===== src/rtl/cpu_fifo_reader.sv =====
// Receiving end of the CPU FIFO push-stream: skid-buffered words re-exposed
// through a pull interface, with registered backpressure and sticky overflow.
module cpu_fifo_reader #(
  parameter int unsigned width = 32,
  parameter int unsigned depth = 4,
  parameter int unsigned skid  = 1
) (
  input  logic                     clock,
  input  logic                     reset,
  input  logic [width-1:0]         in_data,
  input  logic                     in_valid,
  output logic                     in_full,
  input  logic                     flush,
  input  logic                     read_req,
  output logic [width-1:0]         read_data,
  output logic                     read_valid,
  output logic [$clog2(depth):0]   count,
  output logic                     overflow
);

  localparam int unsigned AW = $clog2(depth);
  localparam int unsigned CW = AW + 1;
  localparam logic [CW-1:0] DEPTH_C = CW'(depth);
  // Threshold leaves room for the words upstream may still have in flight.
  localparam logic [CW-1:0] FULL_AT = CW'(depth - skid);

  logic [width-1:0] mem [depth];
  logic [AW-1:0]    head;
  logic [AW-1:0]    tail;
  logic             pop_ok;
  logic             push_ok;
  logic [CW-1:0]    count_next;

  // A pop at the same edge frees the slot, so a push into a full buffer is legal then.
  always_comb begin
    pop_ok     = read_req && (count != '0);
    push_ok    = in_valid && ((count != DEPTH_C) || pop_ok);
    count_next = count + CW'(push_ok) - CW'(pop_ok);
  end

  always_ff @(posedge clock) begin
    if (reset && !flush && push_ok)
      mem[tail] <= in_data;
  end

  always_ff @(posedge clock or negedge reset) begin
    if (!reset) begin
      head       <= '0;
      tail       <= '0;
      count      <= '0;
      in_full    <= 1'b0;
      read_valid <= 1'b0;
      read_data  <= '0;
      overflow   <= 1'b0;
    end else if (flush) begin
      head       <= '0;
      tail       <= '0;
      count      <= '0;
      in_full    <= 1'b0;
      read_valid <= 1'b0;
    end else begin
      if (push_ok)
        tail <= tail + 1'b1;
      if (pop_ok) begin
        read_data <= mem[head];
        head      <= head + 1'b1;
      end
      read_valid <= pop_ok;
      if (in_valid && !push_ok)
        overflow <= 1'b1;
      count   <= count_next;
      in_full <= (count_next >= FULL_AT);
    end
  end

endmodule


===== config.mk =====
export PLATFORM = sky130hd
export DESIGN_NAME = cpu_fifo_reader
export DESIGN_NICKNAME = d
export VERILOG_FILES = /design/src/rtl/cpu_fifo_reader.sv
export SDC_FILE = /design/constraint.sdc
export NUM_CORES = 1
export LEC_CHECK = 0
export ABC_AREA = 1
export BUFFER_PORTS_ARGS = -buffer_cell sky130_fd_sc_hd__buf_2
export CELL_PAD_IN_SITES_DETAIL_PLACEMENT = 0
export CELL_PAD_IN_SITES_GLOBAL_PLACEMENT = 2
export CORE_MARGIN = 2
export CORE_UTILIZATION = 38
export DETAILED_ROUTE_END_ITERATION = 10
export MAX_ROUTING_LAYER = met4
export PLACE_DENSITY = 0.82
export SLEW_MARGIN = 30
export SYNTH_ARGS = -nofsm -noshare
export SYNTH_HDL_FRONTEND = slang
export SYNTH_SLANG_ARGS = --single-unit

===== constraint.sdc =====
create_clock -name clock -period 3.1 [get_ports clock]
set_input_delay 0.31 -clock clock [delete_from_list [all_inputs] [get_ports clock]]
set_output_delay 0.31 -clock clock [all_outputs]
set_load 0.02 [all_outputs]

# ---- Word level (Yosys, flattened, before mapping)
# Memory sizes are Yosys's and may differ from the RTL's. A register that Yosys moved wholly into a read port is not among the register bits.
# Cells that the tools add are included.
dict set report totals {
  input_bits 37
  n_memories 1
  register_bits 10
  ramBits 128
  word_cells 37
  out_inout_bits 38
}
# memory depth width rd rd_clocked_by_memory_dff write_ports line_no
set mem_list {}
lappend mem_list {mem 4 32 1 1 1 27} ;# logic [width-1:0] mem [depth];
dict set report classes {
  n_addsub 4
  n_lt_le_gt_ge 1
  n_bitwise 1
  n_mux 9
  eq_ne 1
  reduce_logical 14
}
# op count
set ops {}
lappend ops {{2-to-1 mux 2 bit} 4}
lappend ops {{logical AND 1 bit} 5}
lappend ops {{adder 2 x 1 -> 2 bit, second input constant} 2}
lappend ops {{2-to-1 mux 1 bit} 4}
lappend ops {{AND reduction 2 bit} 2}
lappend ops {{nonzero test 2 bit} 2}
lappend ops {{adder 3 x 1 -> 3 bit} 1}
lappend ops {{>= comparator 3 x 2 -> 1 bit, second input constant} 1}
lappend ops {{zero test 1 bit} 3}
lappend ops {{2-to-1 mux 3 bit} 1}
lappend ops {{!= test 3 bit, second input constant} 1}
lappend ops {{nonzero test 3 bit} 1}
lappend ops {{subtractor 3 x 1 -> 3 bit} 1}
lappend ops {{logical OR 1 bit} 1}
lappend ops {{inverter 1 bit} 1}

# ---- Logic depth before layout (Yosys ltp)
# Gate-level depths: netlist (run 1).
dict set report logic_depth {
  ltp_word 8
  ltp_mapped 12
  mapped_depth_nobuf 12
}

# ---- Worst setup path after synthesis (run 1)
# No wires, ideal clock.
dict set report synth_timing {
  path_type {flip-flop to flip-flop}
  start {register count[1]}
  end {memory mem[0][0], enable pin}
  period_less_slack_ns 2.658
  path_stages_with_launch 5
  arrival_ns 2.237
  setup_time_ns 0.421
  n_path_buf 0
  required_ns 2.679
  slack_ns 0.442
  path_cell_list {dfrtp_1 > nor2_2 > nand2_1 > nand3_1 > nor2_1}
}
dict set report synth_between {
  elab_chain_cells 7
  word_cells_on_any_way 8
  classes_between {eq/ne (1); mux (2); reduce/logical (5)}
}
# item line_no
set synth_rtl {}
lappend synth_rtl {{start, declared} 17} ;# output logic [$clog2(depth):0] count,
lappend synth_rtl {{start signal, assigned} 71} ;# count <= count_next;
lappend synth_rtl {{nonzero test 3 bit} 36} ;# pop_ok = read_req && (count != '0);
lappend synth_rtl {{logical AND 1 bit} 36}
lappend synth_rtl {{logical OR 1 bit *} 37} ;# push_ok = in_valid && ((count != DEPTH_C) || pop_ok);
lappend synth_rtl {{logical AND 1 bit *} 37}
lappend synth_rtl {{logical AND 1 bit *} 42} ;# if (reset && !flush && push_ok)
lappend synth_rtl {{2-to-1 mux 1 bit *} 42}
lappend synth_rtl {{2-to-1 mux 1 bit (not written as such) *} 43} ;# mem[tail] <= in_data;
lappend synth_rtl {{end, declared} 27}
# Mark *: on every way between the ends. The rest lies on a longest branch, timed or not.

# ---- Worst setup path after layout (run 1)
dict set report layout_timing {
  start {register count[1]}
  end {register in_full}
}
dict set report layout_between {
  elab_chain_cells 8
  word_cells_on_any_way 9
  classes_between {add/sub (2); order compare (1); eq/ne (1); mux (1); reduce/logical (4)}
}
# item line_no
set layout_rtl {}
lappend layout_rtl {{nonzero test 3 bit} 36}
lappend layout_rtl {{logical AND 1 bit} 36}
lappend layout_rtl {{logical OR 1 bit} 37}
lappend layout_rtl {{logical AND 1 bit} 37}
lappend layout_rtl {{adder 3 x 1 -> 3 bit} 38} ;# count_next = count + CW'(push_ok) - CW'(pop_ok);
lappend layout_rtl {{subtractor 3 x 1 -> 3 bit *} 38}
lappend layout_rtl {{>= comparator 3 x 2 -> 1 bit *} 72} ;# in_full <= (count_next >= FULL_AT);
lappend layout_rtl {{2-to-1 mux 1 bit *} 55} ;# end else if (flush) begin
lappend layout_rtl {{end signal, assigned} 72}
lappend layout_rtl {{end, declared} 12} ;# output logic in_full,
# Marked as above.
# A chain may end at the register's enable or synchronous reset.

==> key figures, run 1 <==
Run status
  – Status: complete, no violations

STA
  – Slew of the pin with the lowest slew margin: 834 ps
  – Max_slew headroom: 0.443
  – Fmax: about 440 MHz
  – Fin. max-slew vios: 0
  – Clk_skew: ~13 ps
  – Hold Vio Cnt, Final: 0
  – Post-route setup TNS: 0 ps
  – Min Hold Slack: 44.4 ps
  – RSZ-0062 raised after global routing: no
  – Fin crit share: 0.730
  – Fin crit period: between 2000 and 2500 ps
  – Final Setup Violations: 0

CTS
  – Clock Tree Root: clkbuf_16
  – Post-CTS setup buffers: 0
  – Reg clk slew, reported paths: 60 ps
  – CTS max path bufs: 2
  – CTS tree: done
  – Post_cts resized: 0
  – CTS sink cnt: 170
  – Worst skew pair latency: 430 ps
  – # hold bufs at CTS: 0
  – H-Tree Depth: 4
  – Total CTS buffers: 17

Routing
  – Via density: 4.45
  – Final wirelength: 14.5 mm
  – DR vias: about 4.6k
  – DRC marker count from the first detailed-route iteration: 194
  – Detailed Routing Iterations Pass 1: 5
  – Residual DRC: 0
  – WL/cell: 14.1 microns
  – Antenna viol nets, final: 0

Yosys
  – Synth top area cells: edfxtp_1 (53%), dfrtp_1 (15%), nand2_1 (14%)
  – FF+latch count, synth: 170
  – Syn Std Cell Area: 7200 sq um
  – Synth cell types: 19
  – Synth Area per Inst: 10.2 sq um
  – Syn Inst Count: 707
  – Mapped Nets: 751
  – Synth top area share: 0.534
  – Area leader, netlist: edfxtp_1
  – Syn. warnings: 0
  – Sequential fraction of the synthesis area: 0.680

Global routing
  – GRT Overall Usage: 0.160
  – First-pass GRT wire length: 23.5 mm
  – Remaining Overflow, GRT: 0
  – Vias in the first global route: 4554
  – Initial antenna violation count: 1
  – Largest net degree at the start of global routing: between 60 and 70

Final layout
  – Filler cells: 1749
  – FF+latch area: 4900 sq um
  – Layout cells sized above 1: 0.161
  – Non-filler cells, final: 1030
  – Area of the multi-input gates: 1590 sq um
  – Layout area overhead: 17.2%
  – Final net count: slightly above 800

Power and ir drop
  – Power after layout: around 6.7 mW
  – Worst VDD drop: 0.457 mV
  – Cell Pwr Density: 796 nW/um^2
  – Static leakage: 4.03 nW

Place
  – GPL Wtd Cong: 0.803
  – Hpwl dp: 8.88 mm
  – Port Buffers: 74
  – Placed cell count: 997

Flow run
  – Max Cap Viol: 0

Die
  – Die Ht: 142 microns
  – Initial core utilization: 0.386
  – Row count: 50
  – Core Area: about 19000 sq um
  – Die X: 142 microns
  – DIE AREA: 20100 sq um
  – I/O pin total: 75

Worst setup path
  – Critical path type: flip-flop to flip-flop
  – Required time of the critical path: approximately 3400 ps
  – Crit. End Element: flip-flop
  – Startpoint Class: flip-flop
  – Critical Path Start: count[1]
  – FF-to-FF Start: count[1]
  – Worst EP arrival: 2580 ps
  – Biggest fanout along the worst timing path: 5

Worst hold path
  – Min-delay worst type: primary input to asynchronous set/reset pin
worst max-delay path, stage by stage (launching register included):
cell      delay (ps)
dfrtp_1          440
nor2_2           200
nand2_2           90
nand2_1          110
inv_1             80
ha_1             290
inv_1             60
ha_1             130
inv_1             50
fa_1             370
nand3b_1         170
nand3_1          110
nand2_1           60
cells in the final DEF, fill, tap and decap left out, drive strengths merged, types with 3 or more instances in the layout:
| master | instances |
|---|---|
| nand2 | 270 |
| inv | 148 |
| edfxtp | 128 |
| buf | 83 |
| nand3 | 74 |
| dfrtp | 42 |
| clkbuf | 18 |
| nor2 | 9 |
| ha | 6 |
| clkinvlp | 5 |
| clkinv | 4 |
| bufinv | 3 |
flip-flops by register name, indices dropped and copies added (netlist names):
| name | count |
|---|---|
| mem | 128 |
| tail | 2 |
| count | 3 |
| in_full | 1 |
| read_valid | 1 |
| overflow | 1 |
| head | 2 |
| read_data | 32 |
metal layers:
metal  track usage  vias to the layer above  part of all wire
met1         0.192                     2139              0.44
met5             -                        -                 0
li1              -                     2342                 -
met2         0.262                       97              0.50
met4        0.0553                        0             0.011
met3        0.0418                       10             0.054
stage by stage:
stage	cell area, sq um	utilization	setup WS [ps]
5_1_grt	8430	0.452	693
3_3_place_gp	7820	0.419	916
2_1_floorplan	7200	-	442
6_report	8430	0.452	836
3_5_place_dp	7820	0.419	843
4_1_cts	8430	0.452	832
cells in the mapped netlist:
| library cell | instances |
|---|---|
| a31o_1 | 1 |
| nand4_1 | 1 |
| inv_1 | 141 |
| nand3b_1 | 1 |
| nand3_1 | 73 |
| fa_1 | 1 |
| ha_1 | 6 |
| buf_4 | 5 |
| nor2_1 | 8 |
| xor2_1 | 1 |
| nor2_2 | 1 |
| edfxtp_1 | 128 |
| dfrtp_1 | 42 |
| nand3_4 | 1 |
| nand2_2 | 1 |
| nand2_1 | 269 |
| buf_2 | 15 |
| inv_2 | 5 |
| buf_6 | 7 |
report_power, final:
part           leakage (nW)  total [mW]  switching [mW]  internal [mW]
clock                 0.283        2.16           0.871           1.29
combinational          2.07        1.68            1.15          0.526
sequential             1.68        2.87           0.139           2.73
cell type report:
cell class,count,share of cell area
sequential,170,0.581
multi-input combinational,364,0.189
inverter,146,0.0650
timing repair buffer,83,0.0579
clock buffer,18,0.0521
tap,234,0.0347
clock inverter,14,0.0203
antenna,1,0.000297
final timing paths:
kind / cells past startpoint / end / slack [ps]
setup reg to reg: 12 / in_full / 840
setup / recovery: 12 / in_full / 840
hold reg to reg: 2 / read_data[28] / 470
min in group clock: 2 / count[0] / 100
hold / removal: 2 / read_data[14] / 40
max in group asynchronous: 2 / head[0] / 2630
logic make-up (layout without fill, tap and decap cells):
group,count (synthesis),in the layout,synth area share
fa+ha+maj,7,7,0.0132
other cells,0,1,0
buf+inv,173,261,0.103
compound gates,1,1,0.00122
xor+xnor,1,1,0.00122
flops,170,170,0.680
simple gates,355,355,0.201
Power figures use the tool's default switching activity.
==> run 2: changes to the inputs <==
- CORE_UTILIZATION: 38 -> 34
- PLACE_DENSITY: 0.82 -> 0.78
- clock period: 3.1 -> 1.9 ns (I/O delays scaled with it)
==> run 2 against run 1 <==
The flow now finishes with violations (negative setup slack); clock skew shrank 6.0 ps; register-to-register slack lost 950 ps; non-clock buffer count is 58 higher; die area up 11%; hold slack got worse by 29 ps; sequential power rose by 63%.
==> key figures, run 2 (synthesis results as in run 1) <==
CTS
  – CTS sink cnt: 170 (unchanged)
  – CTS tree: done
  – Reg clk slew, reported paths: 60 ps (about the same)
  – Worst skew pair latency: 420 ps (about the same)
  – CTS max path bufs: 2 (unchanged)
  – H-Tree Depth: 4 (unchanged)
  – Clock Tree Root: clkbuf_16
  – Total CTS buffers: 17 (unchanged)

Flow run
  – Max Cap Viol: 0 (unchanged)

Power and ir drop
  – Power after layout: 11.3 mW (+68%)
  – Worst VDD drop: 0.458 mV (+0.23%)
  – Static leakage: 4.31 nW (+6.9%)
  – Cell Pwr Density: 1250 nW/um^2 (+56%)

Worst setup path
  – Startpoint Class: flip-flop
  – Crit. End Element: flip-flop
  – R2r setup slk: -120 ps (-950 ps)
  – Reg-to-reg endpoint: in_full
  – Biggest fanout along the worst timing path: 3 (-2)
  – Worst EP arrival: 2380 ps (-200 ps)
  – FF-to-FF Start: count[0]
  – Required time of the critical path: 2260 ps (-1160 ps)
  – Critical path type: flip-flop to flip-flop
  – Register-to-Register Path Depth: 12 (unchanged)

Final layout
  – Biggest register: mem
  – Filler cells: 1962 (+12%)
  – Layout area overhead: 26.0%
  – Regs by FF count: mem (128), read_data (32), count (3)
  – N_diodes: 0 (-1)
  – Final net count: 884 (+7.0%)
  – Number of flip-flops in the largest register: 128 (unchanged)
  – Non-filler cells, final: 1128 (+9.5%)
  – Commonest non-fill, non-tap cell in the layout: nand2_1
  – Commonest cells after routing, fill and taps aside: nand2_1 (263), inv_1 (138), edfxtp_1 (128)
  – Layout cells sized above 1: 0.199 (+0.0383)

STA
  – Max_slew headroom: 0.492 (+0.0487)
  – Fin crit period: 2020 ps (-246 ps)
  – Fmax: 496 MHz (+12%)
  – RSZ-0062 raised after global routing: yes
  – Slew of the pin with the lowest slew margin: 762 ps (-72.9 ps)
  – Post-route setup slack: -118 ps (-954 ps)
  – Clk_skew: 6.65 ps (-6.03 ps)
  – Fin. max-slew vios: 0 (unchanged)
  – Final Setup Violations: 35 (+35)
  – Hold Vio Cnt, Final: 0 (unchanged)
  – Fin crit share: 1.06 (+0.332)

Place
  – GPL Wtd Cong: 0.779 (-2.9%)
  – Hpwl dp: 9.55 mm (+7.6%)
  – Port Buffers: 74 (unchanged)
  – Placed cell count: 1055 (+5.8%)

Worst hold path
  – Min-delay worst type: primary input to flip-flop
  – HP Start: in_data[11]
  – WHS Endpoint: mem[0][11]
  – Worst Hold Path Cells: 1

Routing
  – Final wirelength: 16.1 mm (+11%)
  – WL/cell: 14.3 microns (+1.2%)
  – DRC marker count from the first detailed-route iteration: 254 (+31%)
  – Via density: 4.32 (-3.1%)
  – Antenna viol nets, final: 0 (unchanged)
  – Residual DRC: 0 (unchanged)
  – Detailed Routing Iterations Pass 1: 4 (-1)
  – DR vias: 4868 (+6.1%)

Global routing
  – Remaining Overflow, GRT: 0 (unchanged)
  – First-pass GRT wire length: 24.7 mm (+5.1%)
  – GRT Overall Usage: 0.152 (-0.00781)
  – Initial antenna violation count: 0 (-1)
  – Largest net degree at the start of global routing: 43 (-36%)
  – Vias in the first global route: 4879 (+7.1%)

Die
  – Initial core utilization: 0.344 (-0.0415)
  – DIE AREA: 22300 sq um (+11%)
  – Die X: 149 microns (+5.6%)
  – Core Area: 20900 sq um (+12%)
  – Die Ht: 149 microns (+5.6%)
  – Row count: 53 (+6.0%)
  – I/O pin total: 75 (unchanged)

Run status
  – Status: finished with violations
  – Failing checks: negative setup slack
-- run 2: cell count changes in the layout (fill, tap and decap cells not counted), sizes merged, moves of 4 or more --
cell / before / now
clkbuf: 18 / 26
buf: 83 / 111
dlygate4sd3: 0 / 29
clkinvlp: 5 / 1
-- run 2: power by group --
part           switching [mW]  leakage [nW]  internal (mW)
sequential              0.231          1.68           4.46
combinational            2.06          2.35           1.22
clock                    1.31         0.276           2.00
-- run 2: cell type report --
| cell class | instances | area, sq um | share of cell area |
|---|---|---|---|
| multi-input combinational | 364 | 1650 | 0.182 |
| tap | 275 | 344 | 0.0380 |
| inverter | 146 | 558 | 0.0616 |
| clock buffer | 25 | 475 | 0.0524 |
| clock inverter | 7 | 91.3 | 0.0101 |
| sequential | 170 | 4900 | 0.541 |
| timing repair buffer | 141 | 1050 | 0.115 |
-- run 2: what timing repair did --
item	CTS	global route
cloned	0	2
endpoints found under the hold margin	151	0
buffers inserted	7	3
pin swaps	7	3
resized for setup	8	10
hold buffers	29	0
setup endpoints to repair	3	35
-- run 2: worst max-delay path by stage --
| stage | cells after the start | slack, ps | startpoint | endpoint |
|---|---|---|---|---|
| CTS | 12 | -50 | count[1] | in_full |
| detailed placement | 11 | -100 | count[0] | in_full |
| finish | 12 | -120 | count[0] | in_full |
| global route | 12 | -190 | count[0] | in_full |
| global placement | 11 | -60 | count[0] | in_full |
| floorplan | 5 | -230 | count[2] | mem[0][0] |
-- run 2: per-layer routing --
layer	GRT usage	vias up	share of wire	wire length, microns
met5	-	-	0	0
met4	0.0486	0	0.014	233
met3	0.0296	22	0.032	512
met2	0.274	79	0.54	8730
met1	0.169	2322	0.41	6600
li1	-	2445	-	-
-- run 2: through the flow --
step | TNS, ps | setup slack [ps] | hold WS [ps] | instance area [sq um] | util
2_1_floorplan | -29860 | -231 | -106 | 7230 | -
3_3_place_gp | -55.5 | -55.5 | 384 | 8040 | 0.385
3_5_place_dp | -179 | -103 | 393 | 8040 | 0.385
4_1_cts | -86.9 | -54.8 | 9.19 | 8970 | 0.430
5_1_grt | -4010 | -191 | 0.130 | 9060 | 0.434
6_report | -1250 | -118 | 15.5 | 9060 | 0.434
-- run 2: critical path, cell delays in order (launching register included) --
cell and delay, ps:
dfrtp_2 420, nor2_4 150, nand2_2 80, nand2_2 70, inv_2 50, ha_4 270
inv_4 40, ha_4 140, inv_2 50, fa_2 440, nor2_2 110, nand2_1 70
nand2_1 60
